<file path="src/rtl/uart_rx_byte.sv">
// uart_rx_byte: 8N1 UART receiver with runtime baud select, sticky new-data flag and frame/overrun status
module uart_rx_byte #(
    parameter int T_DIV_BIT    = 13,
    parameter int T_DIV_0      = 5207,
    parameter int T_DIV_HALF_0 = 2603,
    parameter int T_DIV_1      = 2603,
    parameter int T_DIV_HALF_1 = 1301
) (
    input  logic       clk,
    input  logic       rst,
    input  logic       uart_rxd_n_i,
    input  logic       baudrate_i,
    input  logic       check_rxd_i,
    output logic [7:0] data_o,
    output logic       new_data_o,
    output logic       frame_err_o,
    output logic       overrun_o,
    output logic       busy_o
);
    typedef enum logic [1:0] {IDLE, START, DATA, STOP} state_e;
    localparam logic [T_DIV_BIT-1:0] DIV0  = T_DIV_BIT'(T_DIV_0);
    localparam logic [T_DIV_BIT-1:0] HALF0 = T_DIV_BIT'(T_DIV_HALF_0);
    localparam logic [T_DIV_BIT-1:0] DIV1  = T_DIV_BIT'(T_DIV_1);
    localparam logic [T_DIV_BIT-1:0] HALF1 = T_DIV_BIT'(T_DIV_HALF_1);
    state_e               state_q;
    logic                 rx_meta_q, rxd_s_q, prev_q, div_sel_q;
    logic [T_DIV_BIT-1:0] cnt_div_q, div_lim, half_lim;
    logic [3:0]           cnt_bit_q;
    logic [7:0]           shift_q, shift_d, data_q;
    logic                 new_data_q, frame_err_q, overrun_q, busy_q, start_det;
    always_comb begin
        start_det = !rxd_s_q && prev_q;
        div_lim   = div_sel_q ? DIV1 : DIV0;
        half_lim  = div_sel_q ? HALF1 : HALF0;
        shift_d   = {rxd_s_q, shift_q[7:1]};
    end
    always_ff @(posedge clk) begin
        if (rst) begin
            state_q     <= IDLE;
            rx_meta_q   <= 1'b1;
            rxd_s_q     <= 1'b1;
            prev_q      <= 1'b1;
            div_sel_q   <= 1'b0;
            cnt_div_q   <= '0;
            cnt_bit_q   <= '0;
            shift_q     <= '0;
            data_q      <= '0;
            new_data_q  <= 1'b0;
            frame_err_q <= 1'b0;
            overrun_q   <= 1'b0;
            busy_q      <= 1'b0;
        end else begin
            rx_meta_q <= uart_rxd_n_i;
            rxd_s_q   <= rx_meta_q;
            prev_q    <= rxd_s_q;
            if (check_rxd_i) begin
                new_data_q <= 1'b0;
                overrun_q  <= 1'b0;
            end
            case (state_q)
                IDLE: if (start_det) begin
                    state_q   <= START;
                    busy_q    <= 1'b1;
                    cnt_div_q <= '0;
                    div_sel_q <= baudrate_i;
                end
                START: if (cnt_div_q == half_lim) begin
                    state_q   <= rxd_s_q ? IDLE : DATA;
                    busy_q    <= !rxd_s_q;
                    cnt_div_q <= '0;
                    cnt_bit_q <= '0;
                end else cnt_div_q <= cnt_div_q + 1'b1;
                DATA: if (cnt_div_q == div_lim) begin
                    shift_q   <= shift_d;
                    cnt_bit_q <= cnt_bit_q + 1'b1;
                    cnt_div_q <= '0;
                    if (cnt_bit_q == 4'd7) state_q <= STOP;
                end else cnt_div_q <= cnt_div_q + 1'b1;
                STOP: if (cnt_div_q == div_lim) begin
                    // Returning to IDLE at mid-stop leaves half a bit to catch the next start edge.
                    state_q   <= IDLE;
                    busy_q    <= 1'b0;
                    cnt_div_q <= '0;
                    if (rxd_s_q) begin
                        data_q      <= shift_q;
                        new_data_q  <= 1'b1;
                        frame_err_q <= 1'b0;
                        if (new_data_q && !check_rxd_i) overrun_q <= 1'b1;
                    end else frame_err_q <= 1'b1;
                end else cnt_div_q <= cnt_div_q + 1'b1;
                default: state_q <= IDLE;
            endcase
        end
    end
    assign data_o      = data_q;
    assign new_data_o  = new_data_q;
    assign frame_err_o = frame_err_q;
    assign overrun_o   = overrun_q;
    assign busy_o      = busy_q;
endmodule

</file>
<file path="config.mk">
export PLATFORM = sky130hd
export DESIGN_NAME = uart_rx_byte
export DESIGN_NICKNAME = d
export VERILOG_FILES = /design/src/rtl/uart_rx_byte.sv
export SDC_FILE = /design/constraint.sdc
export NUM_CORES = 1
export LEC_CHECK = 0
export ABC_CLOCK_PERIOD_IN_PS = 2470
export CORE_ASPECT_RATIO = 1.4
export CORE_MARGIN = 3
export CORE_UTILIZATION = 31
export CTS_BUF_LIST = sky130_fd_sc_hd__clkbuf_8
export CTS_CLUSTER_DIAMETER = 40
export DETAILED_ROUTE_END_ITERATION = 16
export DONT_BUFFER_PORTS = 1
export HOLD_SLACK_MARGIN = 0.06
export PLACE_DENSITY_LB_ADDON = 0.2
export SLEW_MARGIN = 30
export SYNTH_ARGS = -nofsm -noshare
export SYNTH_HDL_FRONTEND = slang
export SYNTH_SLANG_ARGS = --single-unit
</file>
<file path="constraint.sdc">
create_clock -name clk -period 2.47 [get_ports clk]
set_clock_uncertainty 0.2 [all_clocks]
set_input_delay 0.494 -clock clk [delete_from_list [all_inputs] [get_ports clk]]
set_output_delay 0.494 -clock clk [all_outputs]
set_load 0.01 [all_outputs]
</file>
**After elaboration in Yosys (flattened, before gate mapping)**

Cells that the tools add are included.

- Magnitude comparators: 0
- Muxes and demuxes: 30
- $add $sub $neg: 2
- Bitwise gates (word level): 0
- Divide/modulo/power cells: 0
- $mul: 0
- Reduce and logical (&&, ||, !) cells: 15
- Eq/ne operators: 11
- Shifts and indexed selects: 0

Operators by type and width:

| cell | count |
|---|---|
| $mux W13 | 4 |
| $pmux W13 S3 | 1 |
| $add A13 B1 Y13 const B | 1 |
| $eq A13 B12 Y1 | 1 |
| $eq A13 B13 Y1 | 1 |
| $mux W1 | 13 |
| $mux W12 | 1 |
| $mux W2 | 6 |
| $ne A2 B2 Y1 const B | 5 |
| $mux W4 | 2 |
| $pmux W2 S4 | 1 |
| $pmux W4 S2 | 1 |
| $reduce_and A2 Y1 | 3 |
| $reduce_and A3 Y1 | 2 |
| $reduce_and A5 Y1 | 1 |
| $add A4 B1 Y4 const B | 1 |
| $eq A2 B2 Y1 const B | 2 |
| $eq A4 B3 Y1 const B | 1 |
| $reduce_and A4 Y1 | 1 |
| $pmux W1 S3 | 1 |
| $reduce_bool A3 Y1 | 1 |
| $eq A2 B1 Y1 const B | 1 |
| $logic_and A1 B1 Y1 | 2 |
| $logic_not A1 Y1 | 2 |
| 3 further kinds | 3 |

- Word-level logic and storage cells: 71
- Memories kept: 0
- Bits in read-only memories: 0
- Register bits after elaboration: 43
- Latch bits: 0
- Memory bits (writable): 0

**Longest topological paths before layout**

- Depth after elaboration: 6
- Gate-level depth with buffers: 8

**Least setup slack after synthesis**

No wires, ideal clock.

- Kind: reg-to-reg
- From: register cnt_div_q[3]
- To: register cnt_div_q[9]
- Path buffers: 2
- Stages on the path, launching flop included: 9
- Path slack: 222 ps
- Setup time: 117 ps
- Arrival time: 1931 ps
- Cell sequence: dfxtp_1 > clkbuf_1 > nor2_1 > or4_1 > nor4_4 > or3_1 > buf_4 > a211oi_1 > o22a_1

- Word-level cells in the longest chain between the ends: 3
- Elaborated cells between the ends (all ways): 6

Ends and longest elaborated chain:

| item | line | RTL |
|---|---|---|
| from (decl) | 27 | `logic [T_DIV_BIT-1:0] cnt_div_q, div_lim, half_lim;` |
| from (signal assigned) | 72 | `end else cnt_div_q <= cnt_div_q + 1'b1;` |
| from (signal assigned) | 78 | `end else cnt_div_q <= cnt_div_q + 1'b1;` |
| from (signal assigned) | 90 | `end else cnt_div_q <= cnt_div_q + 1'b1;` |
| $add A13 B1 Y13 (tied with other cells) | 72, 78, 90 |  |
| $mux W13 (on tied branches) | 73, 79, 67 |  |
| $pmux W13 S3 (*) | 60 | `case (state_q)` |

Every way passes the cells marked *; elsewhere a longest branch is shown, timed or not.
A chain may end at the register's enable or synchronous reset.

**Worst setup path after layout**

- From: register cnt_div_q[0]
- To: register cnt_bit_q[3]

- Word-level cells in the longest chain between the ends: 3
- Elaborated cells between the ends (all ways): 5

Ends and longest elaborated chain:

| item | line | RTL |
|---|---|---|
| $eq A13 B13 Y1 or $eq A13 B12 Y1 (tied branches) | 73, 67 |  |
| $ne A2 B2 Y1 (no line) | - |  |
| $reduce_and A3 Y1 (no line) (*) | - |  |
| to (signal assigned) | 75 | `cnt_bit_q <= cnt_bit_q + 1'b1;` |
| to (decl) | 28 | `logic [3:0] cnt_bit_q;` |

Marked as above.

==> results.md <==
* Antenna violations before repair at 0
* Setup bufs post-CTS at 0
* Wire per inst at ~16 µm
* Synthesis-to-finish area growth at 13.59%
* Setup TNS at 0 ns
* Max-slew headroom at between 50% and 60%
* Critical path capture point type: flip-flop
* FF+latch count, synth at 43
* Initial DRC count at 66
* Fin. Hold Viols at 0
* Die span in x at between 70 and 80 µm
* CP cell instances: ha_1 > or3b_4 > or4_1 > or3_1 > a21oi_1
* Top Metal Used: met4
* Router iterations before antenna repair at 4
* Port Buf Inserts at 0
* Startpoint types: flip-flop
* Critical path data required time at approximately 2.5 ns
* Detailed Route WL at approximately 5.0 mm
* Critical path's slowest cell: or4_1
* Number of synthesized flops with an enable pin at 0
* Crit Path Max Fanout at 5
* Vias in the first global route at 1694
* DRC Markers at 0
* Clock buffer depth at 2
* Power Dens Cells at between 500 and 600 nW/µm²
* Antenna-violating nets left at 0
* Die area at between 7000 and 8000 µm²
* Multi-input gate area at around 1100 µm²
* Area after DPL at between 2000 and 2500 µm²
* FF-to-FF setup slack at 0.11 ns
* HPWL Detailed at about 3.4 mm
* Synthesized area per cell at ~8.6 µm²
* Metal2 WL at between 2 and 3 mm
* Max IR drop VDD at about 0.33 mV
* Endpoints failing setup at 0
* Via density per instance at 5.347
* DR WL met3 at 148 µm
* Clk slew on worst S/H paths at ~0.090 ns
* Ys async rst share at 0%
* Hold path cells at 1
* Mapped Nets at 246
* CP max stage delay at 0.58 ns
* Setup WS post-layout at about 0.11 ns
* Starting Density at between 30% and 40%
* Ys flop type: dfxtp_1
* # fillers at ~650
* Fin nets at 254
* R2R depth at 5
* Clk sink count at between 40 and 50
* Tot GR Track Use at between 10% and 20%
* HP Class: input pin to flip-flop
* Ant. Diodes at 0
* Num CTS Buffers at 5
* Met1 wire length at roughly 2.1 mm
* Crit Path Class: flip-flop to flip-flop
* CTS tree: built
* First-pass GRT wire length at approximately 8.4 mm
* Top Ports at 17
* Sequential area share after synthesis at 41.93%
* Fin crit share at 95.43%
* H-tree depth at 2
* Register Area at approximately 860 µm²
* Worst-Margin Slew at between 0.7 and 0.8 ns
* Finished Cell Area at 2332 µm²
* Unique cell type count in the Yosys netlist at 40
* Cells after Synth at roughly 240
* Root Driver: clkbuf_8
* Core area at around 6300 µm²
* Max Fclk at 0.4242 GHz
* Synthesized cell area at 2053 µm²
* P_leak at between 0.0009 and 0.001 µW
* Total number of vias at between 1500 and 2000
* Max-Cap Viols at 0
* Fraction of layout cells with a size suffix above 1 at between 10% and 20%
* Crit path DAT at about 2.4 ns
* Setup repair after global routing missed its margin: no
* Ys Warns at 0
* Clock insertion delay at the later pin of the skew report at between 0.2 and 0.3 ns
* RePlAce Congestion at ~0.84
* Largest net degree at the start of global routing at 25
* Status: finished clean
* Total grt overflow at 0
* Fin. max-slew vios at 0
* Std-Cell Rows at 34
* Final Critical Period at 2.357 ns
* Pre-CTS setup slack at around 0.070 ns
* Die Y at about 100 µm
-- through the flow --
step | utilization (%) | power, µW | instances | hold WS [ns]
global placement | 34.62 | 774.4 | 309 | 0.1992
finish | 36.79 | 1257 | 320 | 0.08197
CTS | 36.66 | 1272 | 320 | 0.06354
global route | 36.79 | 1308 | 320 | 0.06356
detailed placement | 34.62 | 774.6 | 309 | 0.2011
floorplan | - | 767.3 | 239 | 0.1895
-- area by class of cell --
class | count | area share [%]
clock buffers | 6 | 3.541
clock inverters | 2 | 0.6974
inverters | 5 | 0.8047
multi-input cells | 173 | 47.59
flip-flops and latches | 43 | 37.07
well taps | 72 | 3.863
repair buffers | 19 | 6.438
-- sequential cells by signal, summed over array words and instances (netlist names), named ones only --
| name | count |
|---|---|
| busy_o | 1 |
| cnt_bit_q | 4 |
| cnt_div_q | 13 |
| data_o | 8 |
| div_sel_q | 1 |
| frame_err_o | 1 |
| new_data_o | 1 |
| overrun_o | 1 |
| prev_q | 1 |
| rx_meta_q | 1 |
| rxd_s_q | 1 |
| shift_q | 8 |
| state_q | 1 |
-- final timing paths --
check,startpoint,end
setup reg to reg,cnt_div_q[0],cnt_bit_q[3]
setup / recovery,cnt_div_q[0],cnt_bit_q[3]
hold reg to reg,rx_meta_q,rxd_s_q
hold / removal,rst,cnt_div_q[0]
-- kinds of logic (layout without fill, tap and decap cells) --
logic type	Yosys count	after routing	synth area share (%)
AO/OA/AOI/OAI	50	50	16.88
XOR/XNOR	3	3	1.280
adder cells (fa/ha/maj)	2	2	1.219
buffers and inverters	23	32	4.570
flip-flops	43	43	41.93
multiplexers	18	18	8.775
AND/OR/NAND/NOR	100	100	25.35
-- cell usage after synthesis (all sizes together) (2+ instances only) --
master	number	area, µm²
xor2	2	17.52
nor4	2	27.53
buf	4	22.52
and3	2	12.51
nand3	10	50.05
or2	6	37.54
nor2b	3	18.77
a22o	5	43.79
a21o	7	52.55
inv	5	18.77
o211ai	3	22.52
mux2i	18	180.2
a211oi	3	22.52
or4	3	22.52
nor3	15	75.07
dfxtp	43	860.8
o21ai	8	40.04
a221oi	7	61.31
nand2	12	45.04
nand2b	6	37.54
or3	6	37.54
ha	2	25.02
clkbuf	14	52.55
a21oi	10	50.05
nor2	30	112.6
-- critical path, delay by kind of cell (launching register included) --
| family | cells | cell delay (ns) |
|---|---|---|
| AOI/OAI and AO/OA | 1 | 0.13 |
| adders and majority gates | 1 | 0.20 |
| DFF | 1 | 0.40 |
| and+or+nand+nor | 3 | 1.37 |
-- power by group --
| group | switching, µW | internal [µW] |
|---|---|---|
| sequential | 11.2 | 701 |
| combinational | 32.3 | 23.4 |
| clock | 261 | 229 |
-- placed cells by master, fill, tap and decap left out, drive strengths merged, types with 2 or more instances in the layout --
master / synthesis / routed
nor2: 30 / 30
a22o: 5 / 5
mux2i: 18 / 18
o21ai: 8 / 8
nor4: 2 / 2
a211oi: 3 / 3
a21oi: 10 / 10
or4: 3 / 3
and3: 2 / 2
clkbuf: 14 / 6
inv: 5 / 5
or3: 6 / 6
nor2b: 3 / 3
o211ai: 3 / 3
nand3: 10 / 10
xor2: 2 / 2
buf: 4 / 16
nand2: 12 / 12
nand2b: 6 / 6
ha: 2 / 2
dlygate4sd3: 0 / 3
dfxtp: 43 / 43
or2: 6 / 6
a221oi: 7 / 7
a21o: 7 / 7
nor3: 15 / 15
-- per-layer routing --
metal,vias to the layer above,global-route usage [%]
li1,867,-
met1,814,16.05
met3,8,3.051
met4,0,7.260
met5,-,0
met2,22,25.52
-- what timing repair did --
item                                    4_1_cts  5_1_grt
hold buffers                                  3        0
gates resized for setup                       0        4
hold endpoints to repair                     18        0
endpoints found under the setup margin        0        8
(Power assumes the default switching activity.)
